### src/rtl/fifo_wptr_full_pkg.sv
// fifo_wptr_full_pkg: pointer width and full-compare helper shared by the FIFO write and read status blocks.
package fifo_wptr_full_pkg;
   function automatic int ptr_w(input int aw);
      return aw + 1;
   endfunction
   // Full when the Gray pointers differ in exactly their top two bits (one lap apart).
   function automatic logic ptr_full(input logic [31:0] wg, input logic [31:0] rg, input int aw);
      logic [31:0] mask;
      logic [31:0] flip;
      mask = (32'd1 << (aw + 1)) - 32'd1;
      flip = 32'd3 << (aw - 1);
      return ((wg ^ rg ^ flip) & mask) == 32'd0;
   endfunction
endpackage

### src/rtl/bin2gray.sv
// bin2gray: binary to reflected Gray code conversion.
module bin2gray #(
   parameter int DW = 5
) (
   input  logic [DW-1:0] bin_i,
   output logic [DW-1:0] gray_o
);
   assign gray_o = bin_i ^ (bin_i >> 1);
endmodule

### src/rtl/gray2bin.sv
// gray2bin: reflected Gray code to binary; each bit is the XOR of all Gray bits at or above it.
module gray2bin #(
   parameter int DW = 5
) (
   input  logic [DW-1:0] gray_i,
   output logic [DW-1:0] bin_o
);
   always_comb begin
      bin_o = '0;
      for (int i = 0; i < DW; i++) bin_o[i] = ^(gray_i >> i);
   end
endmodule

### src/rtl/fifo_wptr_full.sv
// fifo_wptr_full: write-domain pointer of a dual-clock FIFO with full, almost-full, fill level and overflow status.
module fifo_wptr_full
   import fifo_wptr_full_pkg::*;
#(
   parameter int AW        = 4,
   parameter int AFULL_GAP = 2
) (
   input  logic                    clk,
   input  logic                    reset,
   input  logic                    wr_en,
   input  logic [ptr_w(AW)-1:0]    rptr_gray_sync,
   output logic [AW-1:0]           wr_addr,
   output logic [ptr_w(AW)-1:0]    wptr_gray,
   output logic                    full,
   output logic                    almost_full,
   output logic [ptr_w(AW)-1:0]    wr_count,
   output logic                    overflow
);
   localparam int PW = ptr_w(AW);
   localparam logic [PW-1:0] DEPTH = PW'(1) << AW;
   logic [PW-1:0] wbin_q, wbin_d, wgray_q, wgray_d, cnt_q, cnt_d, rbin, free;
   logic          full_q, full_d, afull_q, afull_d, ovf_q, ovf_d, accept;
   bin2gray #(.DW(PW)) u_b2g (.bin_i(wbin_d), .gray_o(wgray_d));
   gray2bin #(.DW(PW)) u_g2b (.gray_i(rptr_gray_sync), .bin_o(rbin));
   always_comb begin
      accept  = wr_en & ~full_q;
      wbin_d  = wbin_q + PW'(accept);
      cnt_d   = wbin_d - rbin;
      free    = DEPTH - cnt_d;
      afull_d = free <= PW'(AFULL_GAP);
      full_d  = ptr_full(32'(wgray_d), 32'(rptr_gray_sync), AW);
      ovf_d   = wr_en & full_q;
   end
   always_ff @(posedge clk or posedge reset) begin
      if (reset) begin
         wbin_q  <= '0;
         wgray_q <= '0;
         cnt_q   <= '0;
         full_q  <= 1'b0;
         afull_q <= 1'b0;
         ovf_q   <= 1'b0;
      end else begin
         wbin_q  <= wbin_d;
         wgray_q <= wgray_d;
         cnt_q   <= cnt_d;
         full_q  <= full_d;
         afull_q <= afull_d;
         ovf_q   <= ovf_d;
      end
   end
   assign wr_addr     = wbin_q[AW-1:0];
   assign wptr_gray   = wgray_q;
   assign full        = full_q;
   assign almost_full = afull_q;
   assign wr_count    = cnt_q;
   assign overflow    = ovf_q;
endmodule

### config.mk
export PLATFORM = sky130hd
export DESIGN_NAME = fifo_wptr_full
export DESIGN_NICKNAME = d
export VERILOG_FILES = /design/src/rtl/fifo_wptr_full_pkg.sv /design/src/rtl/bin2gray.sv /design/src/rtl/gray2bin.sv /design/src/rtl/fifo_wptr_full.sv
export SDC_FILE = /design/constraint.sdc
export NUM_CORES = 1
export LEC_CHECK = 0
export ABC_CLOCK_PERIOD_IN_PS = 8119
export CORE_MARGIN = 2
export CORE_UTILIZATION = 52
export CTS_CLUSTER_DIAMETER = 200
export DETAILED_ROUTE_END_ITERATION = 7
export GPL_TIMING_DRIVEN = 0
export PLACE_DENSITY = 0.86
export RECOVER_POWER = 25
export SLEW_MARGIN = 20
export SYNTH_ARGS = -nofsm -noshare
export SYNTH_HDL_FRONTEND = slang
export SYNTH_SLANG_ARGS = --single-unit
### constraint.sdc
create_clock -name clk -period 8.12 [get_ports clk]
set_input_delay 0.812 -clock clk [delete_from_list [all_inputs] [get_ports clk]]
set_output_delay 0.812 -clock clk [all_outputs]
set_load 0.05 [all_outputs]
==> results.yml <==
status:
  status: "complete, no violations"
cells_and_area:
  final_nets: 141
  drive_gt1_share_pct: 7.32
  synthToLayoutAreaGrowth_pct: 29.5
  antenna_cells: 0
yosys:
  avgSynthCellArea_um2: 10.8
  yosysTopAreaCell: "dfrtp_1"
  ys_ff_latch: 17
  yosysWarnings: 0
  synth_edf_count: 0
  synth_nets: 112
  synth_most_common_cell: "dfrtp_1"
  ys.flop_type: "dfrtp_1"
  syn_inst: 95
  synthTopCellsByArea: "dfrtp_1 42%, ha_1 11%, xor2_1 10%"
  synth-async-reset-ratio_pct: 100
  yosysSeqAreaShare_pct: 41.6
  ys_types: 26
  netlist.area_leader.share_pct: 41.6
  syn-cell-area_mm2: 0.00102
  yosys-top-cells-count: "17 x dfrtp_1, 12 x xor2_1, 9 x ha_1, 9 x inv_1, 8 x xnor2_1"
clocking:
  clk_latency_ns: 0.29
  cts_root_buffer: "clkbuf_4"
  cts_htree_levels: 1
  cts-resized-gates: 0
  cts_tree: "done"
  cts_setup_buffers: 0
  clockBufferDepth: 2
  numCtsBuffers: 3
  cts.clk_slew.worst_paths_ns: 0.10
  clock-sinks: 17
  holdBufCountCts: 0
min_path:
  hp-class: "reg2reg"
  min-delay-start: "full"
  min_path_cells: 1
  hold_end: "overflow"
detailed_routing:
  drcViolationCount: 0
  drtPass1Iterations: 4
  routed_wl_um: 1950
  num_vias: 772
  routedWlPerCell_um: 13.0
  viasPerCell: 5.15
  drtIter0Drc: 11
  ant_nets: 0
timing:
  finalClockSkew_ns: 0.00364
  worst_pin_slew_ns: 0.662
  fin_crit_sh_pct: 45.3
  final_hold_viol_count: 0
  setup_violations: 0
  report.final.slew_viol_count: 0
  setup_tns_ns: 0
  rsz0062_at_grt: "false"
  max_freq_mhz: 272
  maxSlewHeadroom_pct: 55.8
  finalCriticalPeriod_ns: 3.68
die:
  core_mm2: 0.00190
  ioPinCount: 25
  start_util_pct: 53.8
  fp.dieH_um: 48.4
  die_x_um: 48.4
  die-area_mm2: 0.00234
  rows: 16
place:
  port_buffers: 24
  gp_congestion: 0.794
  hpwl_um: 1570
global_routing:
  grt_max_degree: 18
  top_usage_layer: "met2"
  grt-ovfl-total: 0
  use_met3_pct: 3.09
  use_met2_pct: 36.8
  grt_pass1_vias: 839
  grt_pass1_wl_um: 3480
  gr-usage-all-layers_pct: 19.1
  grt_use_met1_pct: 21.3
  antenna_found_initial: 0
job:
  maxCapViolations: 0
critical_path:
  required_ns: 8.33
  critical_path_peak_fanout: 5
  rr_startpoint: "full"
  end_kind: "flip-flop"
  reg2reg_slack_ns: 5.17
  crit_arrival_ns: 3.89
  startpoint_type: "primary input"
  timing.rr.end: "almost_full"
  reg2reg_depth: 12
  worst-setup-path-type: "in2reg"
-- cell type report --
type | count | area [um^2]
inverters | 9 | 33.8
repair buffers | 24 | 240
clock buffers | 3 | 22.5
well taps | 27 | 33.8
multi-input cells | 69 | 564
fillers | 149 | 577
flip-flops and latches | 17 | 425
clock inverters | 1 | 5.00
-- state kept, by name (all words and copies together), names as in the netlist --
signal,count
wbin_q,5
full,1
wptr_gray,4
overflow,1
wr_count,5
almost_full,1
-- worst max-delay path, stage by stage --
cell and delay [ns]:
clkdlybuf4s50_1 0.57, xnor3_2 0.51, xor2_2 0.30, xnor2_1 0.17, ha_1 0.17, inv_1 0.07
ha_1 0.32, inv_1 0.08, ha_1 0.28, nand2b_1 0.09, nand4_1 0.09, or3_1 0.30
mux2i_1 0.14
-- routing by layer --
metal,vias up,part of all wire (%)
li1,380,-
met1,375,41
met2,17,55
met3,0,3.7
met4,0,0
met5,-,0
-- worst max-delay path by stage --
stage / from / endpoint / cells past startpoint
6_report: rptr_gray_sync[4] / almost_full / 13
2_1_floorplan: wr_en / almost_full / 12
3_5_place_dp: rptr_gray_sync[4] / almost_full / 13
4_1_cts: rptr_gray_sync[4] / almost_full / 13
3_3_place_gp: rptr_gray_sync[4] / almost_full / 13
5_1_grt: rptr_gray_sync[4] / almost_full / 13
-- cells in the final DEF, fill, tap and decap left out, drive strengths merged --
cell	count
a221o	1
inv	9
xnor2	8
nand2b	1
or3b	1
o21ai	3
mux2i	2
nand3	6
dlygate4sd3	2
xor2	13
or3	2
mux2	1
clkbuf	3
nor2	1
a31oi	1
ha	9
xnor3	1
and2	2
nand2	7
a2111oi	1
a21oi	3
nand4	2
nor2b	1
clkdlybuf4s50	22
a211oi	2
dfrtp	17
nor3	1
clkinv	1
-- cell families after synthesis --
group,Yosys count,synth area share [%]
buffers and inverters,9,3.30
DFF,17,41.6
adders and majority gates,9,11.0
AOI/OAI and AO/OA,11,7.95
muxes,3,3.06
xor gates and xnor gates,22,21.0
and+or+nand+nor,24,12.1
-- per-stage QoR --
stage	instance area, um^2	util [%]	cells	setup slack [ns]	hold WS (ns)
2_1_floorplan	1020	-	95	4.96	0.738
3_3_place_gp	1300	68.2	146	4.22	0.492
3_5_place_dp	1300	68.2	146	4.14	0.507
4_1_cts	1330	69.7	150	4.44	0.534
5_1_grt	1330	69.7	150	4.23	0.544
6_report	1330	69.7	150	4.44	0.524
Power is left out: the tool's default activity adds up to more than one toggle a clock period on the data nets, which glitch-free logic cannot reach.
